$ cat config.mk
export PLATFORM = sky130hd
export DESIGN_NAME = pwm_cfg_arbiter
export DESIGN_NICKNAME = d
export VERILOG_FILES = /design/src/rtl/pwm_cfg_pkg.sv /design/src/rtl/pwm_cfg_arbiter_rr_arb2.sv /design/src/rtl/pwm_cfg_arbiter.sv
export SDC_FILE = /design/constraint.sdc
export NUM_CORES = 1
export LEC_CHECK = 0
export ABC_CLOCK_PERIOD_IN_PS = 4400
export CAP_MARGIN = 20
export CORE_ASPECT_RATIO = 0.9
export CORE_MARGIN = 8
export CORE_UTILIZATION = 27
export CTS_CLUSTER_DIAMETER = 50
export DETAILED_ROUTE_END_ITERATION = 16
export PLACE_DENSITY_LB_ADDON = 0.05
export SLEW_MARGIN = 20
export SYNTH_ARGS = -nofsm -noshare
export SYNTH_HDL_FRONTEND = slang
export SYNTH_SLANG_ARGS = --single-unit
export TNS_END_PERCENT = 100
$ cat constraint.sdc
create_clock -name clk -period 4.4 [get_ports clk]
set_input_delay 1.1 -clock clk [delete_from_list [all_inputs] [get_ports clk]]
set_output_delay 1.1 -clock clk [all_outputs]
set_load 0.01 [all_outputs]
$ cat src/rtl/pwm_cfg_pkg.sv
// Shared constants for the PWM/output-enable configuration bank: register map and FSM encoding.
package pwm_cfg_pkg;

  localparam int ADDR_EN_OUT_LO = 0;
  localparam int ADDR_EN_OUT_HI = 1;
  localparam int ADDR_EN_PWM_LO = 2;
  localparam int ADDR_EN_PWM_HI = 3;
  localparam int ADDR_PWM_DUTY  = 4;
  localparam int NUM_REGS       = 5;

  typedef enum logic {
    S_IDLE  = 1'b0,
    S_WRITE = 1'b1
  } state_e;

endpackage

$ cat src/rtl/pwm_cfg_arbiter_rr_arb2.sv
// Two-way round-robin arbiter. last_grant resets to 1 so port 0 wins the first contested grant.
module rr_arb2 (
  input  logic       clk,
  input  logic       rst_n,
  input  logic [1:0] req_i,
  input  logic       adv_i,
  output logic [1:0] gnt_o
);

  logic last_q, last_d;

  always_comb begin
    gnt_o = 2'b00;
    unique case (req_i)
      2'b01:   gnt_o = 2'b01;
      2'b10:   gnt_o = 2'b10;
      2'b11:   gnt_o = last_q ? 2'b01 : 2'b10;
      default: gnt_o = 2'b00;
    endcase
  end

  always_comb begin
    last_d = last_q;
    if (adv_i && (|req_i)) last_d = gnt_o[1];
  end

  always_ff @(posedge clk or negedge rst_n) begin
    if (!rst_n) last_q <= 1'b1;
    else        last_q <= last_d;
  end

endmodule

$ cat src/rtl/pwm_cfg_arbiter.sv
// PWM/output-enable config bank with a shared, round-robin arbitrated write path (SPI port 0,
// sequencer port 1). Define PWM_CFG_SHADOW_EN to stage writes in a shadow bank applied on commit.
import pwm_cfg_pkg::*;

module pwm_cfg_arbiter #(
  parameter int ADDR_W   = 7,
  parameter int DATA_W   = 8,
  parameter int NUM_REGS = pwm_cfg_pkg::NUM_REGS
) (
  input  logic              clk,
  input  logic              rst_n,
`ifdef PWM_CFG_SHADOW_EN
  input  logic              commit,
`endif
  input  logic              req0_valid,
  input  logic [ADDR_W-1:0] req0_addr,
  input  logic [DATA_W-1:0] req0_data,
  output logic              req0_ready,
  input  logic              req1_valid,
  input  logic [ADDR_W-1:0] req1_addr,
  input  logic [DATA_W-1:0] req1_data,
  output logic              req1_ready,
  output logic              wr_err,
  output logic [DATA_W-1:0] en_reg_out_7_0,
  output logic [DATA_W-1:0] en_reg_out_15_8,
  output logic [DATA_W-1:0] en_reg_pwm_7_0,
  output logic [DATA_W-1:0] en_reg_pwm_15_8,
  output logic [DATA_W-1:0] pwm_duty_cycle
);

  state_e            state_q, state_d;
  logic [ADDR_W-1:0] addr_q, addr_d;
  logic [DATA_W-1:0] data_q, data_d;
  logic              gid_q, gid_d;
  logic [1:0]        gnt;
  logic              in_write, addr_ok, wr_en;

  logic [DATA_W-1:0] out_q [NUM_REGS];

  rr_arb2 u_arb (
    .clk   (clk),
    .rst_n (rst_n),
    .req_i ({req1_valid, req0_valid}),
    .adv_i (state_q == S_IDLE),
    .gnt_o (gnt)
  );

  always_comb begin
    state_d = state_q;
    addr_d  = addr_q;
    data_d  = data_q;
    gid_d   = gid_q;
    unique case (state_q)
      S_IDLE: begin
        // Capture at grant so requester changes during WRITE cannot corrupt the write.
        if (req0_valid || req1_valid) begin
          state_d = S_WRITE;
          gid_d   = gnt[1];
          addr_d  = gnt[1] ? req1_addr : req0_addr;
          data_d  = gnt[1] ? req1_data : req0_data;
        end
      end
      S_WRITE: state_d = S_IDLE;
      default: state_d = S_IDLE;
    endcase
  end

  always_ff @(posedge clk or negedge rst_n) begin
    if (!rst_n) begin
      state_q <= S_IDLE;
      addr_q  <= '0;
      data_q  <= '0;
      gid_q   <= 1'b0;
    end else begin
      state_q <= state_d;
      addr_q  <= addr_d;
      data_q  <= data_d;
      gid_q   <= gid_d;
    end
  end

  assign in_write   = (state_q == S_WRITE);
  assign addr_ok    = (addr_q < ADDR_W'(NUM_REGS));
  assign wr_en      = in_write && addr_ok;
  assign req0_ready = in_write && !gid_q;
  assign req1_ready = in_write &&  gid_q;
  assign wr_err     = in_write && !addr_ok;

  for (genvar i = 0; i < NUM_REGS; i++) begin : g_reg
    logic hit;
    assign hit = wr_en && (addr_q == ADDR_W'(i));
`ifdef PWM_CFG_SHADOW_EN
    logic [DATA_W-1:0] shadow_q;
    always_ff @(posedge clk or negedge rst_n) begin
      if (!rst_n) begin
        shadow_q <= '0;
        out_q[i] <= '0;
      end else begin
        if (hit)    shadow_q <= data_q;
        // Non-blocking read: a commit coinciding with a write applies the pre-write value.
        if (commit) out_q[i] <= shadow_q;
      end
    end
`else
    always_ff @(posedge clk or negedge rst_n) begin
      if (!rst_n)   out_q[i] <= '0;
      else if (hit) out_q[i] <= data_q;
    end
`endif
  end

  assign en_reg_out_7_0  = out_q[ADDR_EN_OUT_LO];
  assign en_reg_out_15_8 = out_q[ADDR_EN_OUT_HI];
  assign en_reg_pwm_7_0  = out_q[ADDR_EN_PWM_LO];
  assign en_reg_pwm_15_8 = out_q[ADDR_EN_PWM_HI];
  assign pwm_duty_cycle  = out_q[ADDR_PWM_DUTY];

endmodule

==> results.sh <==
export IMPL_reg2reg_to="en_reg_pwm_7_0[3]$_DFFE_PN0P_"
export IMPL_diodes=0
export IMPL_grt_max_degree=34
export IMPL_synth_area_sq_um=2355
export IMPL_ios=77
export IMPL_nets=301
export IMPL_core_sq_um=8528
export IMPL_vdd_ir_drop_max_mv=0.1614
export IMPL_pwr_share_clk=0.338
export IMPL_synth_cell_types=19
export IMPL_slew_violations=0
export IMPL_syn_area_per_cell_sq_um=12.80
export IMPL_worstSetupPathType="register to output port"
export IMPL_fillers=841
export IMPL_die_w_um=114.4
export IMPL_dieArea_sq_um=11970
export IMPL_worstHoldStart="en_reg_out_7_0[0]$_DFFE_PN0P_"
export IMPL_path_cells="nor4_4, a21oi_1, clkdlybuf4s50_1"
export IMPL_post_route_min_period_ns=3.039
export IMPL_numCtsBuffers=9
export IMPL_dpl_instance_area_sq_um=3252
export IMPL_ctsHoldBuffers=0
export IMPL_finalSetupViolCount=0
export IMPL_slew_headroom=0.4914
export IMPL_cts_num_sinks=58
export IMPL_setup_tns_final_ns=0
export IMPL_port_buffers=76
export IMPL_cp_slowest_cell="clkdlybuf4s50_1"
export IMPL_drtIter0Drc=54
export IMPL_rsz0062_at_grt="false"
export IMPL_r2r_slack_ns=2.44
export IMPL_powerDensity_nw_per_um2=463.3
export IMPL_required_ns=3.30
export IMPL_clock_skew_ns=0.005982
export IMPL_worstSkewPairLatency_ns=0.33
export IMPL_syn_inst=184
export IMPL_finalInstanceArea_sq_um=3470
export IMPL_pwr_share_comb=0.218
export IMPL_max_stage_delay_ns=0.52
export IMPL_synth_top_cell_area_share=0.6057
export IMPL_num_rows=32
export IMPL_drive_gt1_frac=0.2463
export IMPL_yosysTopAreaCell="dfrtp_1"
export IMPL_grt_overflow=0
export IMPL_p_leak_uw=0.001605
export IMPL_drt_first_pass_iters=4
export IMPL_synth_area_leaders="dfrtp_1, mux2_2, nand2_1"
export IMPL_antenna_left=0
export IMPL_grt_pass1_wl_um=10510
export IMPL_wl_per_cell_um=16.91
export IMPL_post_cts_setup_buffer_count=0
export IMPL_syn2layout_area_growth_pct=47.34
export IMPL_cts_resized_gates=0
export IMPL_gp_congestion=0.6739
export IMPL_synth_seq_cells=58
export IMPL_h_tree_depth=3
export IMPL_initial_core_util=0.2761
export IMPL_syn_nets=218
export IMPL_arrival_ns=1.94
export IMPL_yosysWarnings=0
export IMPL_grt_pass1_vias=1857
export IMPL_cell_internal_pwr_uw=1171
export IMPL_max_freq_mhz=329.1
export IMPL_whs_path_depth=1
export IMPL_swShare=0.2715
export IMPL_cts_buffer_depth=2
export IMPL_post_route_period_util=0.6906
export IMPL_vias=1700
export IMPL_drv_cap=0
export IMPL_drc_errors=0
export IMPL_startpoint_type="register"
export IMPL_cp_end_kind="output port"
export IMPL_critPathMaxFanout=6
export IMPL_switchingPower_uw=436.5
export IMPL_clkTransAtPathRegs_ns=0.06
export IMPL_seq_area_frac_synth=0.6169
export IMPL_routed_wl_um=6613
export IMPL_root_buffer="clkbuf_8"
export IMPL_avgViaCountPerCell=4.348
export IMPL_min_to="en_reg_out_7_0[0]$_DFFE_PN0P_"
export IMPL_cts_tree="built"
export IMPL_grtUsageTotal=0.1152
export IMPL_seqPwrFrac=0.444
export IMPL_dp_hpwl_um=4624
export IMPL_status="complete, no violations"
export IMPL_tightest_slew_ns=0.7629
export IMPL_hold_viol=0
export IMPL_hold_class="register to register"
export IMPL_die_h_um=104.6
export IMPL_reg2regPathDepth=3
export IMPL_antenna_found_initial=0
export IMPL_r2r_start="addr_q[5]$_DFFE_PN0P_"
synthesized netlist by cell type:
library cell,instances
nand4b_2,2
inv_1,2
mux2_2,40
nand2_1,30
clkbuf_1,6
dfstp_2,1
a21boi_1,1
nand4_2,2
dfrtp_1,57
nor4_4,1
nor2b_1,1
a21bo_1,1
o21ba_2,1
o22ai_1,1
nand3_2,1
a21oi_1,2
nor2_1,18
o21ai_0,1
a31oi_1,16
layout make-up:
cell class	count	area (sq um)	area share
sequential	58	1453	0.4187
multi-input combinational	118	872.1	0.2514
timing repair buffer	78	770.7	0.2221
tap	119	148.9	0.04291
clock buffer	10	137.6	0.03967
clock inverter	6	80.08	0.02308
inverter	2	7.507	0.002164
power groups by stage:
stage / registers (uW) / logic, uW / clock network, uW
2_1_floorplan: 733 / 130 / 0
3_3_place_gp: 726 / 354 / 0
3_5_place_dp: 726 / 356 / 0
4_1_cts: 717 / 357 / 560
5_1_grt: 730 / 382 / 582
6_report: 714 / 350 / 543
state kept, by name, summed over array words and instances, names as in the netlist:
register	count
in_write	1
addr_q	7
data_q	8
en_reg_pwm_15_8	8
en_reg_out_7_0	8
en_reg_pwm_7_0	8
pwm_duty_cycle	8
en_reg_out_15_8	8
gid_q	1
u_arb.last_q	1
critical path: cells and delay by family, from the launching register on:
family,cells,cell delay (ns)
AOI/OAI and AO/OA,1,0.17
buffers and inverters,1,0.52
DFF,1,0.40
and+or+nand+nor,1,0.51
routing by layer:
metal  routed length, um  vias up  part of all wire  GRT usage
li1                    -      817                 -          -
met1                2996      819              0.45     0.1452
met2                2972       55              0.45     0.1695
met3                 554        9             0.084    0.04430
met4                  89        0             0.013    0.05413
met5                   0        -                 0          0
how the worst max path moves through the flow:
stage / start / end
6_report: addr_q[5]$_DFFE_PN0P_ / wr_err
3_3_place_gp: addr_q[5]$_DFFE_PN0P_ / wr_err
4_1_cts: addr_q[5]$_DFFE_PN0P_ / wr_err
2_1_floorplan: addr_q[5]$_DFFE_PN0P_ / wr_err
3_5_place_dp: req1_valid / data_q[3]$_DFFE_PN0P_
5_1_grt: addr_q[5]$_DFFE_PN0P_ / wr_err
placed cells by master (no fill, tap or decap):
cell	count
a21boi_1	1
o22ai_1	1
a31oi_1	16
clkbuf_8	10
nor2_1	18
o21ba_2	1
nor2b_1	1
inv_1	2
nand3_2	1
a21bo_1	1
dfrtp_1	57
bufinv_16	2
clkdlybuf4s50_1	75
nand4b_2	2
nor4_4	1
buf_2	1
mux2_2	40
a21oi_1	2
o21ai_0	1
clkinv_2	4
nand4_2	2
dfstp_2	1
buf_4	2
nand2_1	30
per-stage QoR:
step	worst slack (ns)	total power (uW)	utilization	instances	hold slack (ns)
6_report	1.361	1608	0.4068	391	0.5023
5_1_grt	1.225	1694	0.4068	391	0.5191
4_1_cts	1.364	1634	0.4068	391	0.5089
3_5_place_dp	1.660	1082	0.3813	375	0.4941
3_3_place_gp	1.723	1080	0.3813	375	0.4885
2_1_floorplan	2.277	862.7	-	184	0.4911
cells by family after synthesis:
group / share of synthesized area
AOI/OAI and AO/OA: 0.06323
DFF: 0.6169
and+or+nand+nor: 0.1158
buffers and inverters: 0.01275
muxes: 0.1913
(Power assumes the default switching activity.)
